<file path="src/rtl/binary_to_png_pkg.sv">
// Shared constants and helpers for the PNG scanline filter block.
// Filter-type codes follow the PNG filter byte encoding.
package binary_to_png_pkg;

  localparam int PIX_W = 8;

  localparam int NONE    = 0;
  localparam int SUB     = 1;
  localparam int UP      = 2;
  localparam int AVERAGE = 3;
  localparam int PAETH   = 4;

  typedef logic [PIX_W-1:0] pix_t;

  function automatic pix_t avg_pred(
    input pix_t a,
    input pix_t b
  );
    logic [PIX_W:0] s;
    s = {1'b0, a} + {1'b0, b};
    return s[PIX_W:1];
  endfunction

endpackage

</file>
<file path="src/rtl/png_paeth_predictor.sv">
// Combinational PNG Paeth predictor.
// Ties resolve in a, b, c order.
module png_paeth_predictor
  import binary_to_png_pkg::*;
(
  input  pix_t a,
  input  pix_t b,
  input  pix_t c,
  output pix_t pred
);

  logic signed [10:0] p;
  logic signed [10:0] da;
  logic signed [10:0] db;
  logic signed [10:0] dc;
  logic signed [10:0] pa;
  logic signed [10:0] pb;
  logic signed [10:0] pc;

  always_comb begin
    p  = $signed({3'b000, a})
       + $signed({3'b000, b})
       - $signed({3'b000, c});
    da = p - $signed({3'b000, a});
    db = p - $signed({3'b000, b});
    dc = p - $signed({3'b000, c});
    pa = (da < 0) ? -da : da;
    pb = (db < 0) ? -db : db;
    pc = (dc < 0) ? -dc : dc;
    if (pa <= pb && pa <= pc) begin
      pred = a;
    end else if (pb <= pc) begin
      pred = b;
    end else begin
      pred = c;
    end
  end

endmodule

</file>
<file path="src/rtl/binary_to_png.sv">
// Streaming PNG scanline filter: one raw grayscale pixel in per clock,
// one filtered byte out one cycle later.
module binary_to_png
  import binary_to_png_pkg::*;
#(
  parameter int WIDTH  = 8,
  parameter int FILTER = 1
) (
  input  logic       clk,
  input  logic       rst,
  input  logic [7:0] binary_pixel,
  output logic [7:0] png_pixel,
  output logic       png_valid
);

  localparam int XW = (WIDTH > 1) ? $clog2(WIDTH) : 1;

  logic [XW-1:0] x_q;
  logic [XW-1:0] x_d;
  logic          first_q;
  logic          first_d;
  pix_t          left_q;
  pix_t          upleft_q;
  pix_t          pix_q;
  pix_t          pix_d;
  logic          valid_q;

  pix_t line_mem [WIDTH];

  logic last_col;
  pix_t up_raw;
  pix_t a;
  pix_t b;
  pix_t c;
  pix_t paeth;
  pix_t pred;

  assign last_col = (x_q == XW'(WIDTH - 1));
  assign up_raw   = line_mem[x_q];

  // Stale buffer data is masked on the first row instead of cleared.
  assign a = (x_q == '0) ? '0 : left_q;
  assign b = first_q ? '0 : up_raw;
  assign c = (x_q == '0) ? '0 : upleft_q;

  png_paeth_predictor u_paeth (
    .a    (a),
    .b    (b),
    .c    (c),
    .pred (paeth)
  );

  always_comb begin
    pred = '0;
    case (FILTER)
      SUB:     pred = a;
      UP:      pred = b;
      AVERAGE: pred = avg_pred(a, b);
      PAETH:   pred = paeth;
      default: pred = '0;
    endcase
  end

  always_comb begin
    x_d     = last_col ? '0 : x_q + XW'(1);
    first_d = first_q & ~last_col;
    pix_d   = binary_pixel - pred;
  end

  // Read of the old row happens combinationally before this write lands.
  always_ff @(posedge clk) begin
    if (rst) begin
      line_mem[x_q] <= binary_pixel;
    end
  end

  always_ff @(posedge clk or negedge rst) begin
    if (!rst) begin
      x_q      <= '0;
      first_q  <= 1'b1;
      left_q   <= '0;
      upleft_q <= '0;
      pix_q    <= '0;
      valid_q  <= 1'b0;
    end else begin
      x_q      <= x_d;
      first_q  <= first_d;
      left_q   <= binary_pixel;
      upleft_q <= b;
      pix_q    <= pix_d;
      valid_q  <= 1'b1;
    end
  end

  assign png_pixel = pix_q;
  assign png_valid = valid_q;

endmodule

</file>
<file path="config.mk">
export PLATFORM = sky130hd
export DESIGN_NAME = binary_to_png
export DESIGN_NICKNAME = d
export VERILOG_FILES = /design/src/rtl/binary_to_png_pkg.sv /design/src/rtl/png_paeth_predictor.sv /design/src/rtl/binary_to_png.sv
export SDC_FILE = /design/constraint.sdc
export NUM_CORES = 1
export LEC_CHECK = 0
export ABC_AREA = 1
export BUFFER_PORTS_ARGS = -buffer_cell sky130_fd_sc_hd__buf_2
export CORE_AREA = 5 5 46 51
export DETAILED_ROUTE_END_ITERATION = 12
export DIE_AREA = 0 0 51 56
export PLACE_DENSITY = 0.78
export SLEW_MARGIN = 5
export SYNTH_ARGS = -nofsm -noshare
export SYNTH_HDL_FRONTEND = slang
export SYNTH_SLANG_ARGS = --single-unit
</file>
<file path="constraint.sdc">
create_clock -name clk -period 3.85 [get_ports clk]
set_input_delay 0.1925 -clock clk [delete_from_list [all_inputs] [get_ports clk]]
set_output_delay 0.1925 -clock clk [all_outputs]
set_load 0.005 [all_outputs]
</file>
# Word level (Yosys, flattened, before mapping)
# Index checks and enable logic that the tools add are counted.
# word_totals
register_bits,20
out_inout_bits,9
# classes
add_sub_neg,2
eq_ne,1
muxes,2
reduce_logical,1
# ops
op,count
two-way mux 8 bit,1
subtractor 8 bit,1
adder 3 x 1 -> 3 bit (second input constant),1
equality test 3 bit (second input constant),1
logical NOT 3 bit,1
two-way mux 3 bit,1

# Logic depth before layout (Yosys ltp)
# depth
depth_word,3
depth_mapped,12

# Worst setup path after synthesis
# OpenSTA, ideal clock, no wires.
# synth_timing
path_type,register -> register
from,register x_q[0]
to,register pix_q[6] (netlist: png_pixel[6])
setup_ns,0.116
t_arrival_ns,1.695
required_time_ns,3.734
slack_ns,2.039
path_stages_with_launch,13
period_less_slack_ns,1.811
path_cell_list,dfrtp_1 > inv_1 > ha_1 > a21boi_0 > ha_1 > inv_2 > fa_1 > nand2_1 > nand2_1 > nand3b_1 > nand2_1 > nand2_1 > nand2_1
# synth_between
elab_chain_cells,3
# synth_rtl
element,line_no,text
start: declaration,binary_to_png.sv:18,logic [XW-1:0] x_q;
start signal: assignment,binary_to_png.sv:79,x_q <= '0;
start signal: assignment,binary_to_png.sv:86,x_q <= x_d;
logical NOT 3 bit,-,
two-way mux 8 bit,binary_to_png.sv:42,assign a = (x_q == '0) ? '0 : left_q;
subtractor 8 bit,binary_to_png.sv:67,pix_d = binary_pixel - pred;
net pix_d[6],binary_to_png.sv:25,pix_t pix_d;
end signal: assignment,binary_to_png.sv:90,pix_q <= pix_d;
end: declaration,binary_to_png.sv:24,pix_t pix_q;
# The timed path passes the listed nets, and every way through them passes these cells.

# Final worst setup path
# Same ends and word-level chain as after synthesis.

==> metrics.txt <==
DRT Wirelength 1690 um; RSZ-0062 raised after global routing no; first-pass GRT wire length 2750 um; Die Y 56 um; CP max stage delay 0.40 ns; initial antenna violation count 0; drt initial violations 4; leakage a little over 0.0006 uW; worst min path class input pin to flip-flop; Syn Inst Count 97; Area growth syn-to-layout 15.5%; Yosys top cell by area dfrtp_1; Post-Syn Area 938 um2; startpoint types flip-flop; grt ovf 0; CTS root buf clkbuf_4; CTS tree done; GRT Overall Usage 12.9%; count of input and output buffers 18; Critical-path top delay cell fa_1; max-cap viol count 0; status completed; via count 680; core area ~0.0018 mm2; TritonCTS buffer count 3; setup TNS 0 ns; max frequency 498 MHz; vias per std cell 4.96; most frequent cell after synthesis nand2_1; Pre-antenna DRT Iters 4; maximum vdd drop 260 uV; Avg Inst Size Synth 9.67 um2; Final Critical Period about 2 ns; min setup slack post-route 1.84 ns; post-synth top area share 53.3%; Worst setup EP type flip-flop; Yosys Warn Count 0; HPWL Detailed 1340 um; Initial Util a little over half; share of cells above drive strength 1 21.0%; EDFF count, synth 0; endpoints failing hold 0; crit-path max FO 3; Avg WL per Cell 12.3 um; final slew viol count 0; largest net degree at the start of global routing 21; vias in the first global route 650; crit path kind flip-flop to flip-flop; # setup viols final 0; Distinct cells, synth 16; flops & latches, synth 20; Critical Path, Cell by Cell inv_1 > ha_1 > a21boi_0 > ha_1 > inv_2 > fa_1 > nand2_1 > nand2_1 > nand3b_1 > nand2_1 > nand2_1 > nand2_1; Worst-path clk slew 0.10 ns; top_reg_cell synth dfrtp_1; Syn Nets 118; I/O pin count 19; cell repeated most along the worst path nand2_1; Worst Setup Slack post-DPL 1.85 ns; clock skew 0.00177 ns; H-tree depth 1; CP arrival roughly 2.2 ns; top cells by area in the synthesized netlist dfrtp_1 53%, ha_1 13%, nand2_1 12%, inv_1 4.8%, nand3_1 2.7%; Routed Antenna Nets 0; Commonest cells post-synth 30 x nand2_1, 20 x dfrtp_1, 12 x inv_1, 10 x ha_1, 5 x nand3_1; Die Footprint around 0.0029 mm2; gp weighted congestion between 0.7 and 0.8; sequential area share after synthesis 53.3%; Die X 51 um; CTS Sinks 20; Async SR Flop Fraction 100%; # diodes 0; post-cts resize count 0; crit-path leading delay family adder cells; DRC viols 0; buffer depth of the longest clock path 2; Clk Latency, worst-skew pair 0.30 ns; Tcrit/Tclk final 52.2%; Fin Hold WS 0.00854 ns; Cell Pwr Density 364 mW/mm2; Req. time, crit path 4.05 ns; nets@finish 142; FILL cells between 100 and 150; WP buf/inv 2; Site Rows 16
[metal layers]
layer  global-route usage, %  share of wire (%)  vias up
met5                       0                  0        -
met3                    1.88                3.3        4
li1                        -                  -      340
met1                    15.3                 41      324
met2                    21.2                 53       12
met4                    8.08                2.5        0
[report_power, final]
| part | switching (uW) | total (uW) | internal, uW |
|---|---|---|---|
| logic | 40.0 | 71.2 | 31.2 |
| clock network | 61.3 | 97.8 | 36.5 |
| registers | 3.10 | 226 | 223 |
[state kept, by name, summed over array words and instances (netlist names)]
| signal | cells |
|---|---|
| left_q | 8 |
| png_pixel | 8 |
| x_q | 3 |
| png_valid | 1 |
[cell type report]
type / count / area [um2] / area share, %
Timing Repair Buffer: 19 / 100 / 9.24
Tap cell: 18 / 22.5 / 2.08
Multi-Input combinational cell: 63 / 385 / 35.6
Clock buffer: 3 / 22.5 / 2.08
Sequential cell: 20 / 500 / 46.2
Inverter: 14 / 52.6 / 4.85
[through the flow]
stage | cell area, um2 | cells | total power, uW | utilization, %
global placement | 1050 | 133 | 298 | 59.0
CTS | 1080 | 137 | 399 | 60.8
global route | 1080 | 137 | 416 | 60.8
finish | 1080 | 137 | 395 | 60.8
detailed placement | 1050 | 133 | 301 | 59.0
floorplan | 938 | 97 | 274 | -
[worst paths after layout]
check,startpoint,end,slack (ns),cells past startpoint
hold reg to reg,x_q[0]$_DFF_PN0_,x_q[0]$_DFF_PN0_,0.47,1
max in group asynchronous,rst,left_q[5]$_DFF_PN0_,3.20,2
min in group asynchronous,rst,x_q[2]$_DFF_PN0_,0.35,2
setup / recovery,x_q[0]$_DFF_PN0_,png_pixel[6]$_DFF_PN0_,1.84,12
hold / removal,binary_pixel[6],left_q[6]$_DFF_PN0_,0.009,1
setup reg to reg,x_q[0]$_DFF_PN0_,png_pixel[6]$_DFF_PN0_,1.84,12
[cell families after synthesis]
kind of cell	share of synthesized area (%)
other cells	0.400
fa+ha+maj	15.5
xor+xnor	2.80
flops	53.3
buf+inv	5.60
simple gates	20.5
compound gates	1.87
[placed cells by master (no fill, tap or decap)]
master         count
a21oi_1            2
dlygate4sd3_1      1
inv_1             12
a21boi_0           1
clkbuf_4           3
or2_1              2
buf_2             18
nor2_1             4
nand2_1           30
xnor2_1            2
ha_1              10
dfrtp_1           20
nand2_2            2
conb_1             1
nand3_1            5
inv_2              2
nand3b_1           2
xor2_1             1
fa_1               1
[timing repair]
item	4_1_cts	5_1_grt
hold endpoints to repair	20	0
setup buffers	0	0
hold buffers	1	0
Power figures use the tool's default switching activity.
